File: src/rtl/nnspc_loader.sv
// Frames a parallel config word into a clear pulse plus LSB-first serial load, optionally sweeping NSEL 0..max.
// Latency: CLR one cycle after Start acceptance, WORD_W shift cycles, then DONE. Start is ignored while Busy.
module nnspc_loader #(
    parameter int WORD_W  = 10,
    parameter int NSEL_W  = 5,
    parameter int DWELL_W = 8
) (
    input  logic                Clk,
    input  logic                Reset,
    input  logic                Start,
    input  logic                Sweep,
    input  logic [WORD_W-1:0]   Word_in,
    input  logic [DWELL_W-1:0]  Dwell,
    output logic                Busy,
    output logic                Done,
    output logic                Cfg_out,
    output logic                Spc_resetn,
    output logic [NSEL_W-1:0]   Nsel_cur
);

    localparam int BC_W = $clog2(WORD_W);

    typedef enum logic [2:0] {
        S_IDLE,
        S_CLR,
        S_SHIFT,
        S_DWELL,
        S_DONE
    } state_t;

    state_t               state_q;
    logic [WORD_W-1:0]    shadow_q;
    logic                 sweep_q;
    logic [DWELL_W-1:0]   dwell_q;
    logic [BC_W-1:0]      bit_cnt_q;
    logic [DWELL_W-1:0]   dwell_cnt_q;
    logic                 busy_q;
    logic                 done_q;
    logic                 cfg_out_q;
    logic                 spc_resetn_q;

    logic [BC_W-1:0]      bit_cnt_d;
    logic [NSEL_W-1:0]    nsel_d;
    logic                 dwell_last;
    logic                 nsel_last;

    always_comb begin
        bit_cnt_d  = bit_cnt_q + 1'b1;
        nsel_d     = shadow_q[WORD_W-1 -: NSEL_W] + 1'b1;
        nsel_last  = &shadow_q[WORD_W-1 -: NSEL_W];
        // A zero dwell still spends one cycle in DWELL
        dwell_last = (dwell_q == '0) || (dwell_cnt_q == dwell_q - 1'b1);
    end

    always_ff @(posedge Clk) begin
        if (Reset) begin
            state_q      <= S_IDLE;
            shadow_q     <= '0;
            sweep_q      <= 1'b0;
            dwell_q      <= '0;
            bit_cnt_q    <= '0;
            dwell_cnt_q  <= '0;
            busy_q       <= 1'b0;
            done_q       <= 1'b0;
            cfg_out_q    <= 1'b0;
            spc_resetn_q <= 1'b1;
        end else begin
            case (state_q)
                S_IDLE: begin
                    busy_q       <= 1'b0;
                    done_q       <= 1'b0;
                    cfg_out_q    <= 1'b0;
                    spc_resetn_q <= 1'b1;
                    if (Start) begin
                        shadow_q     <= Sweep ? {{NSEL_W{1'b0}}, Word_in[WORD_W-NSEL_W-1:0]}
                                              : Word_in;
                        sweep_q      <= Sweep;
                        dwell_q      <= Dwell;
                        bit_cnt_q    <= '0;
                        busy_q       <= 1'b1;
                        spc_resetn_q <= 1'b0;
                        state_q      <= S_CLR;
                    end
                end
                S_CLR: begin
                    spc_resetn_q <= 1'b1;
                    cfg_out_q    <= shadow_q[0];
                    bit_cnt_q    <= '0;
                    state_q      <= S_SHIFT;
                end
                S_SHIFT: begin
                    // bit_cnt_q names the bit currently on Cfg_out
                    if (bit_cnt_q == BC_W'(WORD_W - 1)) begin
                        cfg_out_q   <= 1'b0;
                        dwell_cnt_q <= '0;
                        if (sweep_q) begin
                            state_q <= S_DWELL;
                        end else begin
                            done_q  <= 1'b1;
                            state_q <= S_DONE;
                        end
                    end else begin
                        bit_cnt_q <= bit_cnt_d;
                        cfg_out_q <= shadow_q[bit_cnt_d];
                    end
                end
                S_DWELL: begin
                    if (dwell_last) begin
                        if (nsel_last) begin
                            done_q  <= 1'b1;
                            state_q <= S_DONE;
                        end else begin
                            shadow_q[WORD_W-1 -: NSEL_W] <= nsel_d;
                            spc_resetn_q <= 1'b0;
                            bit_cnt_q    <= '0;
                            state_q      <= S_CLR;
                        end
                    end else begin
                        dwell_cnt_q <= dwell_cnt_q + 1'b1;
                    end
                end
                S_DONE: begin
                    done_q  <= 1'b0;
                    busy_q  <= 1'b0;
                    state_q <= S_IDLE;
                end
                default: begin
                    busy_q       <= 1'b0;
                    done_q       <= 1'b0;
                    cfg_out_q    <= 1'b0;
                    spc_resetn_q <= 1'b1;
                    state_q      <= S_IDLE;
                end
            endcase
        end
    end

    assign Busy       = busy_q;
    assign Done       = done_q;
    assign Cfg_out    = cfg_out_q;
    assign Spc_resetn = spc_resetn_q;
    assign Nsel_cur   = shadow_q[WORD_W-1 -: NSEL_W];

endmodule
File: config.mk
export PLATFORM = sky130hd
export DESIGN_NAME = nnspc_loader
export DESIGN_NICKNAME = d
export VERILOG_FILES = /design/src/rtl/nnspc_loader.sv
export SDC_FILE = /design/constraint.sdc
export NUM_CORES = 1
export LEC_CHECK = 0
export CAP_MARGIN = 40
export CORE_UTILIZATION = 35
export DETAILED_ROUTE_END_ITERATION = 6
export PLACE_DENSITY = 0.54
export SYNTH_ARGS = -nofsm -noshare
export SYNTH_HDL_FRONTEND = slang
export SYNTH_SLANG_ARGS = --single-unit
File: constraint.sdc
create_clock -name Clk -period 4.1 [get_ports Clk]
set_clock_uncertainty 0.05 [all_clocks]
set_input_delay 0.41 -clock Clk [delete_from_list [all_inputs] [get_ports Clk]]
set_output_delay 0.41 -clock Clk [all_outputs]
set_load 0.01 [all_outputs]
==> impl_results.md <==
* Run status: complete, no violations
* Largest family of logic cells by synthesized area: simple AND/OR/NAND/NOR gates
* Number of setup violations in the final report at 0
* Final nets at 339
* TritonCTS clock tree: done
* Boundary pin count at 31
* First-pass GRT wire length at 9330 um
* Portion of the post-synthesis area used by sequential elements at 33.6%
* Maximum fanout count along the critical path at 11
* Number of buffer and inverter instances along the worst setup path at 1
* Final Critical Period at 2560 ps
* Overall power at 951 uW
* Count of hold buffers inserted by post-cts repair at 0
* Cts repair resizes at 0
* Post-synthesis instance area at 2270 um2
* Sort of element at the end of the critical path: flip-flop
* Dominant register cell in the synthesized netlist: sky130_fd_sc_hd__dfxtp_1
* Proportion of layout cells with a drive suffix above 1 at 7.40%
* Count of synthesis-stage warnings from yosys at 0
* Placement Rows at 28
* Maximum single-stage delay on the critical path at 500 ps
* Longest Clk Path Bufs at 2
* Number of nets produced by synthesis at 317
* Compound-Gate Fraction of Synth Area at 18.6%
* Area of combinational cells with multiple inputs at 1390 um2
* Fraction of power consumed by the clock network at 33.5%
* Vias in the first global route at 1893
* Vertical die dimension at 82.5 um
* Adder and majority gate portion of the synthesized area at 3.86%
* Leading cell types in the layout, fill and taps excluded: 51 x sky130_fd_sc_hd__nand2_1, 38 x sky130_fd_sc_hd__dfxtp_1, 30 x sky130_fd_sc_hd__clkdlybuf4s50_1
* IR Drop Worst-Case VDD at 168 uV
* Number of enable-type register cells in the synthesized netlist at 0
* TritonCTS Sinks at 38
* Vias after detailed routing at 2053
* Area used by sequential logic in the layout at 761 um2
* Worst setup slack after placement at 1530 ps
* Final setup slack of the worst path at 1540 ps
* Comb power frac at 21.6%
* Share of synthesized area spent on multiplexers at 6.51%
* Worst skew pair latency at 290 ps
* Worst slew pin tran at 697 ps
* # port buffers at 30
* Gate count after technology mapping at 288
* Most common cell after layout, fill and taps aside: sky130_fd_sc_hd__nand2_1
* Number of setup buffers added after CTS at 0
* Layout filler cell count at 646
* Hpwl dp at 4040 um
* Number of max-cap violations at 0
* Gp weighted congestion at 0.832
* Required time reported for the critical path endpoint at 4240 ps
* First drt pass iteration count at 4
* Syn_area_per_cell at 7.87 um2
* Share of flip-flops with an asynchronous set or reset after synthesis at 0%
* Class of the tightest hold or removal check: flip-flop to flip-flop
* Data arrival time of the worst path at 2700 ps
* H-Tree Level Count at 2
* Cell Chain, Critical Path: inv_1, ha_1, xnor2_1, a311oi_1, o221ai_1, or3_4, a21oi_4, mux2_2
* Count of antenna-violating nets left after detailed routing at 0
* Synth Area in Simple Gates at 27.7%
* Slowest cell on crit path: sky130_fd_sc_hd__or3_4
* Leakage power at 0.00102 uW
* Relative max-transition margin at 53.5%
* Initial antenna violation count at 0
* Maximum clock frequency at 391 MHz
* Gate family responsible for the most delay along the worst path: compound AO/OA/AOI/OAI gates
* Final critical-path share of the clock period at 62.5%
* DRT iter0 DRCs at 149
* Reg power frac at 44.9%
* Detail-routed via count per cell at 5.32
* Netlist cell types at 48
* Sum of negative setup slack at 0 ps
* Type of the setup path with the least slack: flip-flop to flip-flop
* Drt wl/cell at 14.4 um
* Number of remaining DRC errors at 0
* Cell Int Power at 671 uW
* Aggregate global routing overflow at 0
* Xor and xnor area share after synthesis at 4.64%
* Critical path startpoint category: flip-flop
* Proportion of total power due to net switching at 29.4%
* X dimension of the die at 82.5 um
* ANT cells at 0
* Power per cell area at 353 nW/um2
* Number of max-slew violations in the final report at 0
* Final routed wirelength across all metal layers at 5550 um
* Clock slew at the register clock pins of the worst setup and hold paths at 80 ps
* Final-report hold violation count at 0
* Gr usage total at 18.2%
* Die ar. at 6800 um2
* TritonCTS Buffers at 5
* Core footprint at 6100 um2
* RSZ-0062 raised after global routing: false
* Number of register bits inferred by synthesis at 38
* Pin count of the biggest net entering global routing at 27
* Area growth syn-to-layout at 18.9%
* Starting density of the core at 37.2%
* Root buf cell: sky130_fd_sc_hd__clkbuf_8
* Switching pwr at 279 uW
## cell families (layout without fill, tap and decap cells)
logic type,count (synthesis),count (layout)
DFF,38,38
muxes,12,12
xor gates and xnor gates,12,12
adders and majority gates,7,7
AOI/OAI and AO/OA,67,67
buffers and inverters,23,46
and+or+nand+nor,129,129
## synthesized netlist by cell type, drive strengths merged, types with 6 or more instances
master  number  share of area, %
a21oi       31               7.8
and3         7               1.9
buf          9               2.8
clkbuf       9               1.5
dfxtp       38                34
ha           7               3.9
mux2i        8               3.5
nand2       51               8.4
nand3       15               3.3
nor2        16               2.6
nor2b        6               1.7
nor3        11               2.6
o21ai       15               3.3
or3          9               2.7
xnor2        7               2.7
## worst min-delay path, cell delays in order (launching register included)
cell and delay [ps]:
sky130_fd_sc_hd__dfxtp_1 310, sky130_fd_sc_hd__nand2_1 50, sky130_fd_sc_hd__a21oi_1 50
## routing by layer
layer,share of wire [%],routed length [um],vias to the layer above,track usage [%]
li1,-,-,1066,-
met1,54,2980,933,26.8
met2,41,2300,46,26.6
met3,3.5,193,8,3.08
met4,1.4,77,0,5.79
met5,0,0,-,0
## worst paths after layout
kind / startpoint / end / slack, ps / cells past startpoint
max reg2reg: dwell_q[0] / bit_cnt_q[1] / 1540 / 8
min: shadow_q[2] / shadow_q[2] / 410 / 2
max: dwell_q[0] / bit_cnt_q[1] / 1540 / 8
min reg2reg: shadow_q[2] / shadow_q[2] / 410 / 2
## layout make-up
type	instances	area share, %
inverters	5	0.696
flip-flops and latches	38	28.2
well taps	75	3.48
clock buffers	5	2.55
clock inverters	3	1.49
multi-input cells	227	51.6
repair buffers	33	12.0
## registers in the layout, indices dropped and copies added, names as in the netlist
signal       flops
dwell_q          8
dwell_cnt_q      8
Spc_resetn       1
Busy             1
shadow_q        10
Cfg_out          1
Done             1
bit_cnt_q        4
state_q          3
sweep_q          1
## stage by stage
stage | area (um2) | hold slack [ps] | utilization [%] | instances
global placement | 2590 | 396 | 42.4 | 378
CTS | 2700 | 414 | 44.2 | 386
floorplan | 2270 | 383 | - | 288
finish | 2700 | 407 | 44.2 | 386
detailed placement | 2590 | 403 | 42.4 | 378
global route | 2700 | 435 | 44.2 | 386
## power by group through the flow
stage / sequential, uW / clock [uW] / combinational (uW)
after floorplan: 421 / 0 / 151
after global placement: 436 / 0 / 205
after detailed placement: 436 / 0 / 205
after CTS: 427 / 327 / 206
after global routing: 432 / 341 / 232
final: 427 / 318 / 205
(Power assumes the default switching activity.)
